<file path="config.mk">
export PLATFORM = sky130hd
export DESIGN_NAME = twiddle_addr_sequencer_flat
export DESIGN_NICKNAME = d
export VERILOG_FILES = /design/src/rtl/fft_pkg.sv /design/src/rtl/twiddle_addr_sequencer_if.sv /design/src/rtl/fft_tag_delay.sv /design/src/rtl/twiddle_addr_sequencer.sv /design/src/flat_wrapper.sv
export SDC_FILE = /design/constraint.sdc
export NUM_CORES = 1
export LEC_CHECK = 0
export CORE_UTILIZATION = 50
export DETAILED_ROUTE_END_ITERATION = 8
export PLACE_DENSITY = 0.75
export SLEW_MARGIN = 10
export SYNTH_ARGS = -nofsm -noshare
export SYNTH_HDL_FRONTEND = slang
export SYNTH_HIERARCHICAL = 1
export SYNTH_SLANG_ARGS = --single-unit
</file>
<file path="constraint.sdc">
create_clock -name clk -period 2.22 [get_ports clk]
set_clock_uncertainty 0.15 [all_clocks]
set_input_delay 0.333 -clock clk [delete_from_list [all_inputs] [get_ports clk]]
set_output_delay 0.333 -clock clk [all_outputs]
set_load 0.005 [all_outputs]
</file>
<file path="src/rtl/fft_pkg.sv">
`default_nettype none
// ============================================================================
// Package  : fft_pkg
// Purpose  : Shared sequencer state encoding and twiddle ROM bridge latency.
// Revision : 1.0 - initial release
// ============================================================================
package fft_pkg;

    localparam int unsigned TW_LATENCY = 3;

    typedef enum logic [1:0] {
        ST_IDLE  = 2'd0,
        ST_RUN   = 2'd1,
        ST_DRAIN = 2'd2,
        ST_DONE  = 2'd3
    } seq_state_t;

endpackage
`default_nettype wire

</file>
<file path="src/rtl/twiddle_addr_sequencer_if.sv">
`default_nettype none
// ============================================================================
// Interface : twiddle_addr_sequencer_if
// Purpose   : Control, ROM-request and bridge-tag signals of the sequencer.
// Revision  : 1.0 - initial release
// ============================================================================
interface twiddle_addr_sequencer_if #(
    parameter int FFT_N = 10
) ();

    localparam int c_stage_w = $clog2(FFT_N);

    logic                 start;
    logic                 stall;
    logic                 busy;
    logic                 done;
    logic                 tact_rom;
    logic [FFT_N-2:0]     ta_rom;
    logic                 evenOdd;
    logic                 tw_valid;
    logic [c_stage_w-1:0] tw_stage;
    logic [FFT_N-2:0]     tw_bfly;

    modport master (
        output start,
        output stall,
        input  busy,
        input  done,
        input  tact_rom,
        input  ta_rom,
        input  evenOdd,
        input  tw_valid,
        input  tw_stage,
        input  tw_bfly
    );

    modport slave (
        input  start,
        input  stall,
        output busy,
        output done,
        output tact_rom,
        output ta_rom,
        output evenOdd,
        output tw_valid,
        output tw_stage,
        output tw_bfly
    );

endinterface
`default_nettype wire

</file>
<file path="src/rtl/fft_tag_delay.sv">
`default_nettype none
// ============================================================================
// Module   : fft_tag_delay
// Purpose  : Fixed-depth valid/tag shift line matching the ROM bridge latency.
// Revision : 1.0 - initial release
// ============================================================================
module fft_tag_delay #(
    parameter int DEPTH = 3,
    parameter int TAG_W = 8
) (
    input  logic             clk,
    input  logic             reset_n,
    input  logic             i_valid,
    input  logic [TAG_W-1:0] i_tag,
    output logic             o_valid,
    output logic [TAG_W-1:0] o_tag
);

    logic [DEPTH-1:0]            r_valid;
    logic [DEPTH-1:0][TAG_W-1:0] r_tag;

    if (DEPTH == 1) begin : g_single
        always_ff @(posedge clk or negedge reset_n) begin
            if (!reset_n) begin
                r_valid <= '0;
                r_tag   <= '0;
            end else begin
                r_valid <= i_valid;
                r_tag   <= i_tag;
            end
        end
    end else begin : g_chain
        always_ff @(posedge clk or negedge reset_n) begin
            if (!reset_n) begin
                r_valid <= '0;
                r_tag   <= '0;
            end else begin
                r_valid <= {r_valid[DEPTH-2:0], i_valid};
                r_tag   <= {r_tag[DEPTH-2:0], i_tag};
            end
        end
    end

    assign o_valid = r_valid[DEPTH-1];
    assign o_tag   = r_tag[DEPTH-1];

endmodule
`default_nettype wire

</file>
<file path="src/rtl/twiddle_addr_sequencer.sv">
`default_nettype none
// ============================================================================
// Module   : twiddle_addr_sequencer
// Purpose  : Walks every (stage, butterfly) pair of a radix-2 FFT and issues
//            twiddle ROM indices in the shared-ROM even phase.
// Revision : 1.0 - initial release
// ============================================================================
module twiddle_addr_sequencer
    import fft_pkg::*;
#(
    parameter int FFT_N = 10
) (
    input  logic                     clk,
    input  logic                     reset_n,
    twiddle_addr_sequencer_if.slave  bus
);

    localparam int c_stage_w = $clog2(FFT_N);
    localparam int c_bfly_w  = FFT_N - 1;
    localparam int c_tag_w   = c_stage_w + c_bfly_w;
    localparam int c_dcnt_w  = (TW_LATENCY > 1) ? $clog2(TW_LATENCY) : 1;

    localparam logic [c_stage_w-1:0] c_top_stage  = c_stage_w'(FFT_N - 1);
    localparam logic [c_dcnt_w-1:0]  c_drain_last = c_dcnt_w'(TW_LATENCY - 1);

    seq_state_t           r_state;
    logic [c_stage_w-1:0] r_s;
    logic [c_bfly_w-1:0]  r_b;
    logic                 r_phase;
    logic                 r_busy;
    logic                 r_done;
    logic [c_dcnt_w-1:0]  r_drain_cnt;

    logic                 w_issue;
    logic                 w_b_last;
    logic                 w_s_last;
    logic [c_bfly_w-1:0]  w_mask;
    logic [c_bfly_w-1:0]  w_addr;
    logic [c_stage_w-1:0] w_shamt;
    logic [c_tag_w-1:0]   w_tag_in;
    logic [c_tag_w-1:0]   w_tag_out;
    logic                 w_tw_valid;

    assign w_issue  = (r_state == ST_RUN) && !r_phase && !bus.stall;
    assign w_b_last = &r_b;
    assign w_s_last = (r_s == c_top_stage);

    // k = (b mod 2^s) << (N-1-s): a mask and a barrel shift, no arithmetic
    assign w_mask  = ~({c_bfly_w{1'b1}} << r_s);
    assign w_shamt = c_top_stage - r_s;
    assign w_addr  = (r_b & w_mask) << w_shamt;

    assign w_tag_in = w_issue ? {r_s, r_b} : '0;

    always_ff @(posedge clk or negedge reset_n) begin
        if (!reset_n) begin
            r_state     <= ST_IDLE;
            r_s         <= '0;
            r_b         <= '0;
            r_phase     <= 1'b0;
            r_busy      <= 1'b0;
            r_done      <= 1'b0;
            r_drain_cnt <= '0;
        end else begin
            r_done <= 1'b0;
            case (r_state)
                ST_IDLE: begin
                    if (bus.start) begin
                        r_state <= ST_RUN;
                        r_s     <= '0;
                        r_b     <= '0;
                        r_phase <= 1'b0;
                        r_busy  <= 1'b1;
                    end
                end
                ST_RUN: begin
                    r_phase <= ~r_phase;
                    if (w_issue) begin
                        r_b <= r_b + 1'b1;
                        if (w_b_last) begin
                            if (w_s_last) begin
                                r_state     <= ST_DRAIN;
                                r_phase     <= 1'b0;
                                r_drain_cnt <= '0;
                            end else begin
                                r_s <= r_s + 1'b1;
                            end
                        end
                    end
                end
                ST_DRAIN: begin
                    // Last issue surfaces from the bridge in the final DRAIN cycle
                    if (r_drain_cnt == c_drain_last) begin
                        r_state <= ST_DONE;
                        r_done  <= 1'b1;
                    end else begin
                        r_drain_cnt <= r_drain_cnt + 1'b1;
                    end
                end
                ST_DONE: begin
                    r_state <= ST_IDLE;
                    r_busy  <= 1'b0;
                end
                default: begin
                    r_state <= ST_IDLE;
                    r_busy  <= 1'b0;
                    r_phase <= 1'b0;
                end
            endcase
        end
    end

    fft_tag_delay #(
        .DEPTH (TW_LATENCY),
        .TAG_W (c_tag_w)
    ) u_tag_delay (
        .clk     (clk),
        .reset_n (reset_n),
        .i_valid (w_issue),
        .i_tag   (w_tag_in),
        .o_valid (w_tw_valid),
        .o_tag   (w_tag_out)
    );

    assign bus.busy     = r_busy;
    assign bus.done     = r_done;
    assign bus.tact_rom = w_issue;
    assign bus.ta_rom   = w_issue ? w_addr : '0;
    assign bus.evenOdd  = r_phase;
    assign bus.tw_valid = w_tw_valid;
    assign bus.tw_stage = w_tag_out[c_tag_w-1 -: c_stage_w];
    assign bus.tw_bfly  = w_tag_out[c_bfly_w-1:0];

endmodule
`default_nettype wire

</file>
<file path="src/flat_wrapper.sv">
// flat-port wrapper written by rule: the top's interface ports become plain ports
module twiddle_addr_sequencer_flat import fft_pkg::*;
#(
    parameter int FFT_N = 10
)
  (clk, reset_n, bus_start, bus_stall, bus_busy, bus_done, bus_tact_rom, bus_ta_rom, bus_evenOdd, bus_tw_valid, bus_tw_stage, bus_tw_bfly);
  twiddle_addr_sequencer_if #(.FFT_N(FFT_N)) bus_i ();
  input  logic clk;
  input  logic reset_n;
  input wire logic [$bits(bus_i.start)-1:0] bus_start;
  input wire logic [$bits(bus_i.stall)-1:0] bus_stall;
  output wire logic [$bits(bus_i.busy)-1:0] bus_busy;
  output wire logic [$bits(bus_i.done)-1:0] bus_done;
  output wire logic [$bits(bus_i.tact_rom)-1:0] bus_tact_rom;
  output wire logic [$bits(bus_i.ta_rom)-1:0] bus_ta_rom;
  output wire logic [$bits(bus_i.evenOdd)-1:0] bus_evenOdd;
  output wire logic [$bits(bus_i.tw_valid)-1:0] bus_tw_valid;
  output wire logic [$bits(bus_i.tw_stage)-1:0] bus_tw_stage;
  output wire logic [$bits(bus_i.tw_bfly)-1:0] bus_tw_bfly;
  assign bus_i.start = bus_start;
  assign bus_i.stall = bus_stall;
  assign bus_busy = bus_i.busy;
  assign bus_done = bus_i.done;
  assign bus_tact_rom = bus_i.tact_rom;
  assign bus_ta_rom = bus_i.ta_rom;
  assign bus_evenOdd = bus_i.evenOdd;
  assign bus_tw_valid = bus_i.tw_valid;
  assign bus_tw_stage = bus_i.tw_stage;
  assign bus_tw_bfly = bus_i.tw_bfly;
  twiddle_addr_sequencer #(.FFT_N(FFT_N)) u_core (.clk(clk), .reset_n(reset_n), .bus(bus_i));
endmodule
</file>
==> metrics.txt, run 1 <==
die area 6030 µm²; Min Clock Period, post-route 2.60 ns; Port Buffers 30; Worst Setup End Kind output port; Post-synth EDFFs 0; multi-input logic area 1320 µm²; fin crit share 117%; number of remaining DRC errors 0; relative slew slack 58.4%; hold worst-path end u_core/u_tag_delay/r_tag[19]; vias per cell 5.31; Ant. Diodes 0; Power per Cell Area 830 nW/µm²; CP startpoint kind register; CTS Sinks 62; r2r setup slk -0.07 ns; GRT Total Usage a little over a fifth; Synth top area share 54.2%; R2R Path Start u_core/r_b[1]; register area between 1500 and 2000 µm²; arrival time worst endpoint 2.12 ns; Leak Pwr 1.85 nW; cell taking the most area after synthesis dfrtp_1; Worst-Margin Slew 0.625 ns; CTS H-tree depth 3; status complete, but fails checks; Num CTS Buffers 9; overall die width 77.7 µm; Fill cells 363; #FFs+latches synth 62; Peak VDD IR 0.609 mV; YS warnings 6; Reg2Reg Depth 8; dpl ws -0.401 ns; WP data required 1.74 ns; worst hold path depth 0; ys async rst share 100%; final wirelength 6.00 mm; syn_area_per_cell roughly 11 µm²; CTS tree done; Setup CP Type register to output port; Gate Count Post-Synth 253; Hold WC Path Type register to register; Die Y 77.7 µm; first-pass GRT wire length roughly 9.6 mm; row count 27; vias in the first global route between 2,000 and 2,500; DP Wirelength roughly 3.7 mm; synthesized area 2860 µm²; Skew-Pair Late Insertion Delay 0.33 ns; placed cells approximately 370; final worst slack -0.381 ns; most common cell in the netlist dfrtp_1; layout cell share with drive strength beyond 1 35.3%; Area Growth Syn to Fin 34.4%; max-slew violations 0; placer congestion estimate between 0.8 and 0.9; min-delay src u_core/u_tag_delay/r_tag[6]; WL/cell 15.1 µm; Top FF cell, synth dfrtp_1; largest net degree at the start of global routing 30; critical path launch point u_core/r_s[1]; vias post-DR 2,115; CTS max path bufs 2; total power between 0.003 and 0.004 W; initial DRC count 166; antenna violations before repair 0; starting density of the core between 50% and 60%; Nets approximately 340; utilization after layout between 60% and 70%; RSZ-0062 raised after global routing yes; post-route ant nets 0; register area share after synthesis a little over half; GRT overflow 0; library cells used by synthesis 48; reg-to-reg critical path endpoint u_core/r_state[1]; top post-synthesis cells by count 62 x dfrtp_1, 16 x ha_1, 16 x nor2_1, 15 x buf_4, 14 x and2_1; Mapped Nets around 270; final setup fails 10; Synth area leaders dfrtp_1 54%, ha_1 7.0%, buf_4 3.9%; max-cap violation count 0; Final Instance Count excl. Fillers 398; failing checks setup timing; Crit Path Max Fanout 4; Clock transition at path regs 0.07 ns; Final Hold Fails 0; Max Freq 384 MHz; CTS root buf clkbuf_8; drt pass-1 iters 4; # IOs 31; core area 5510 µm²; TNS Setup -2.42 ns
-- metal layers --
layer / GRT usage (%) / vias up / part of all wire, %
met2: 35.9 / 44 / 53
li1: - / 1008 / -
met3: 4.94 / 15 / 3.6
met5: 0 / - / 0
met4: 10.2 / 0 / 2.3
met1: 24.6 / 1048 / 41
-- critical path, stage by stage (launching register included) --
cell and delay [ns]:
dfrtp_1 0.42, inv_2 0.13, ha_4 0.16, ha_4 0.15, and3b_2 0.23, a311oi_1 0.21, o21bai_2 0.16, buf_4 0.12
o32ai_1 0.07, buf_2 0.14
-- layout make-up --
type	count	share of cell area, %
repair buffers	81	17.4
clock buffers	11	3.93
clock inverters	4	0.585
well taps	72	2.34
multi-input cells	156	34.2
inverters	12	1.20
flip-flops and latches	62	40.4
-- state kept, by name, indices dropped and copies added, names as in the netlist --
name,cells
u_core/bus.busy,1
u_core/r_state,2
u_core/r_s,4
u_core/bus.evenOdd,1
u_core/r_drain_cnt,2
u_core/bus.done,1
u_core/u_tag_delay/r_tag,26
u_core/u_tag_delay/o_tag,13
u_core/u_tag_delay/r_valid,3
u_core/r_b,9
-- kinds of logic (layout without fill, tap and decap cells) --
| kind of cell | count (synthesis) | in the layout | share of synthesized area [%] |
|---|---|---|---|
| adder cells (fa/ha/maj) | 16 | 16 | 6.99 |
| XOR/XNOR | 6 | 6 | 1.84 |
| AO/OA/AOI/OAI | 44 | 44 | 11.1 |
| flip-flops | 62 | 62 | 54.2 |
| buffers and inverters | 35 | 108 | 6.69 |
| AND/OR/NAND/NOR | 84 | 84 | 16.9 |
| multiplexers | 6 | 6 | 2.27 |
-- how the worst max path moves through the flow --
stage,endpoint,slack (ns)
global placement,bus_ta_rom[5],-0.33
global route,bus_ta_rom[7],-0.47
CTS,bus_ta_rom[7],-0.37
detailed placement,bus_ta_rom[5],-0.40
finish,bus_ta_rom[7],-0.38
floorplan,bus_ta_rom[7],0.004
-- report_power, final --
| group | internal, W | leakage, nW | switching, W |
|---|---|---|---|
| combinational | 0.000490 | 0.912 | 0.000522 |
| sequential | 0.00124 | 0.851 | 0.0000768 |
| clock | 0.000453 | 0.0910 | 0.000412 |
| total | 0.00218 | 1.85 | 0.00101 |
-- metrics by stage --
step,hold WS [ns],cell area [µm²]
5_1_grt,0.203,3850
3_5_place_dp,0.185,3410
2_1_floorplan,-0.113,2860
3_3_place_gp,0.181,3410
4_1_cts,0.193,3760
6_report,0.193,3850
-- layout by cell type, fill, tap and decap left out, types with 2 or more instances in the layout --
master,instances
ha_4,5
clkdlybuf4s50_1,19
dlygate4sd2_1,2
nand2b_1,5
nand3_2,2
nand4_1,2
nor3_1,6
dfrtp_1,61
buf_4,46
o22ai_1,2
a22o_1,2
ha_2,3
a21oi_2,2
clkbuf_8,11
buf_6,3
inv_2,3
a311oi_2,2
clkinv_2,4
inv_1,8
nor4_1,4
mux2i_1,4
o41ai_1,2
nor3b_2,2
o21a_1,2
a21oi_1,2
nand2_1,10
nor2b_1,2
o32ai_1,2
o21ai_2,2
a21o_1,3
or3b_4,2
nor3b_1,3
nand3_1,8
ha_1,8
xnor2_1,6
o21ai_0,8
and2_1,14
buf_2,7
nor2_1,15
-- what timing repair did --
action                                  4_1_cts  5_1_grt
endpoints found under the hold margin        27        0
pin swaps                                    12        5
endpoints found under the setup margin       10       14
gates resized for setup                      62       17
buffers inserted                              7        3
cloned                                        0        0
hold buffers                                  1        0
No activity file was read; power rests on OpenSTA's default activity.
==> run 2, diff against run 1 <==
--- a/config.mk
+++ b/config.mk
@@ -8,6 +8,7 @@
 export CORE_UTILIZATION = 50
 export DETAILED_ROUTE_END_ITERATION = 8
 export PLACE_DENSITY = 0.75
+export REMOVE_ABC_BUFFERS = 1
 export SLEW_MARGIN = 10
 export SYNTH_ARGS = -nofsm -noshare
 export SYNTH_HDL_FRONTEND = slang
==> metrics.txt, run 2 (synthesis results as in run 1) <==
status complete, but fails checks; failing checks setup timing; placer congestion estimate 0.899 (+0.31%); starting density of the core 52.0% (unchanged); Power per Cell Area 863 nW/µm² (+3.9%); CTS root buf clkbuf_8; utilization after layout 70.8% (+0.93 points); Area Growth Syn to Fin 36.2%; Seq pwr share 39.1% (-2.1 points); Clk pwr share 28.6% (+1.5 points); Min Clock Period, post-route 2.60 ns (+0.00338 ns); die area 6030 µm² (unchanged); CTS Sinks 62 (unchanged); WL/cell 15.9 µm (+5.3%); Port Buffers 30 (unchanged); Leak Pwr 1.86 nW (+0.40%); CP startpoint kind register; P_int 0.00229 W (+4.8%); commonest cells after routing, fill and taps aside 60 x dfrtp_1, 37 x buf_4, 19 x clkdlybuf4s50_1; arrival time worst endpoint 2.12 ns (about the same); Net Switching 0.00108 W (+6.5%); combinational fraction of design power 32.3% (+0.6 points); Max Freq 384 MHz (-0.13%); Reg with most FFs u_core/u_tag_delay/r_tag; Final Hold Fails 0 (unchanged); CTS tree done; Die Y 77.7 µm (unchanged); GRT Total Usage 21.6% (+0.68 points); relative slew slack 76.6% (+18 points); Setup CP Type register to output port; Fill cells 390 (+7.4%); row count 27 (unchanged); initial DRC count 58 (-65%); Worst Setup End Kind output port; vias post-DR 2,147 (+1.5%); CTS H-tree depth 3 (unchanged); Crit Path Max Fanout 3 (-1); antenna violations before repair 0 (unchanged); DP Wirelength 3.86 mm (+3.2%); drt pass-1 iters 4 (unchanged); final setup fails 9 (-1); overall die width 77.7 µm (unchanged); final worst slack -0.385 ns (-0.00338 ns); most common cell after layout, fill and taps aside dfrtp_1; Largest register FFs 26 (unchanged); first-pass GRT wire length 9.92 mm (+3.5%); post-route ant nets 0 (unchanged); Clock transition at path regs 0.07 ns (about the same); Hold WC Path Type register to register; largest net degree at the start of global routing 53 (+77%); max-slew violations 0 (unchanged); number of remaining DRC errors 0 (unchanged); GRT overflow 0 (unchanged); # IOs 31 (unchanged); Num CTS Buffers 9 (unchanged); switching share of power 32.0% (+0.36 points); Nets 337 (-1.5%); Skew-Pair Late Insertion Delay 0.33 ns (about the same); final wirelength 6.26 mm (+4.3%); WP data required 1.74 ns (about the same); layout cell share with drive strength beyond 1 34.8% (-0.49 points); vias per cell 5.45 (+2.5%); Worst-Margin Slew 0.348 ns (-0.276 ns); Ant. Diodes 0 (unchanged); vias in the first global route 2,196 (+4.8%); fin crit share 117% (+0.15 points); total power 0.00336 W (+5.3%); core area 5510 µm² (unchanged); Peak VDD IR 0.778 mV (+28%); CTS max path bufs 2 (unchanged); max-cap violation count 0 (unchanged); RSZ-0062 raised after global routing yes; r2r setup slk 0.04 ns (+0.11 ns)
## run 2: power groups by stage
| stage | sequential [W] | combinational (W) | clock [W] |
|---|---|---|---|
| after floorplan | 0.00134 | 0.000509 | 0 |
| after global placement | 0.00132 | 0.000950 | 0 |
| after CTS | 0.00131 | 0.00105 | 0.000989 |
| after global routing | 0.00132 | 0.00120 | 0.00103 |
| final | 0.00132 | 0.00109 | 0.000961 |
| after detailed placement | 0.00133 | 0.000976 | 0 |
## run 2: what timing repair did
item | 4_1_cts | 5_1_grt
buffers inserted | 8 | 1
endpoints found under the hold margin | 10 | 0
hold buffers | 1 | 0
endpoints found under the setup margin | 11 | 11
pin swaps | 12 | 5
resized for setup | 73 | 19
## run 2: path summary, 6_finish.rpt
check / from / end / cells past startpoint
max: u_core/r_s[1] / bus_ta_rom[5] / 9
min: u_core/u_tag_delay/r_tag[20] / u_core/u_tag_delay/o_tag[7] / 0
max reg2reg: u_core/r_b[0] / u_core/r_state[1] / 8
min reg2reg: u_core/u_tag_delay/r_tag[20] / u_core/u_tag_delay/o_tag[7] / 0
max in group asynchronous: reset_n / u_core/r_s[0] / 3
min in group asynchronous: reset_n / u_core/u_tag_delay/r_tag[11] / 2
## run 2: layout make-up
cell class              count  area, µm²  area share, %
clock inverters             7       73.8           1.89
repair buffers             76        653           16.8
inverters                  12       47.5           1.22
multi-input cells         156       1360           34.8
flip-flops and latches     62       1550           39.9
clock buffers               9        124           3.18
well taps                  72       90.1           2.31
## run 2: critical path: stages (launching register included)
cell and delay (ns):
dfrtp_1 0.41, buf_6 0.13, ha_4 0.15, inv_2 0.06, ha_4 0.12, nor2b_4 0.19
o22ai_2 0.13, nor3b_2 0.19, a211o_1 0.27, buf_2 0.13
## run 2: routing by layer
metal | vias up | part of all wire [%] | GRT usage, %
li1 | 1001 | - | -
met1 | 1065 | 42 | 24.2
met2 | 69 | 51 | 37.7
met3 | 12 | 4.3 | 4.59
met4 | 0 | 2.1 | 12.8
met5 | - | 0 | 0
## run 2: metrics by stage
stage	hold slack, ns	worst slack (ns)	cell area, µm²	setup TNS [ns]	instances
after global placement	0.0613	-0.327	3400	-2.68	368
after CTS	0.200	-0.326	3820	-2.12	393
final	0.199	-0.385	3900	-2.32	394
after floorplan	-0.113	-0.252	2720	-1.56	230
after global routing	0.203	-0.448	3900	-3.03	394
after detailed placement	0.0698	-0.387	3400	-3.12	368
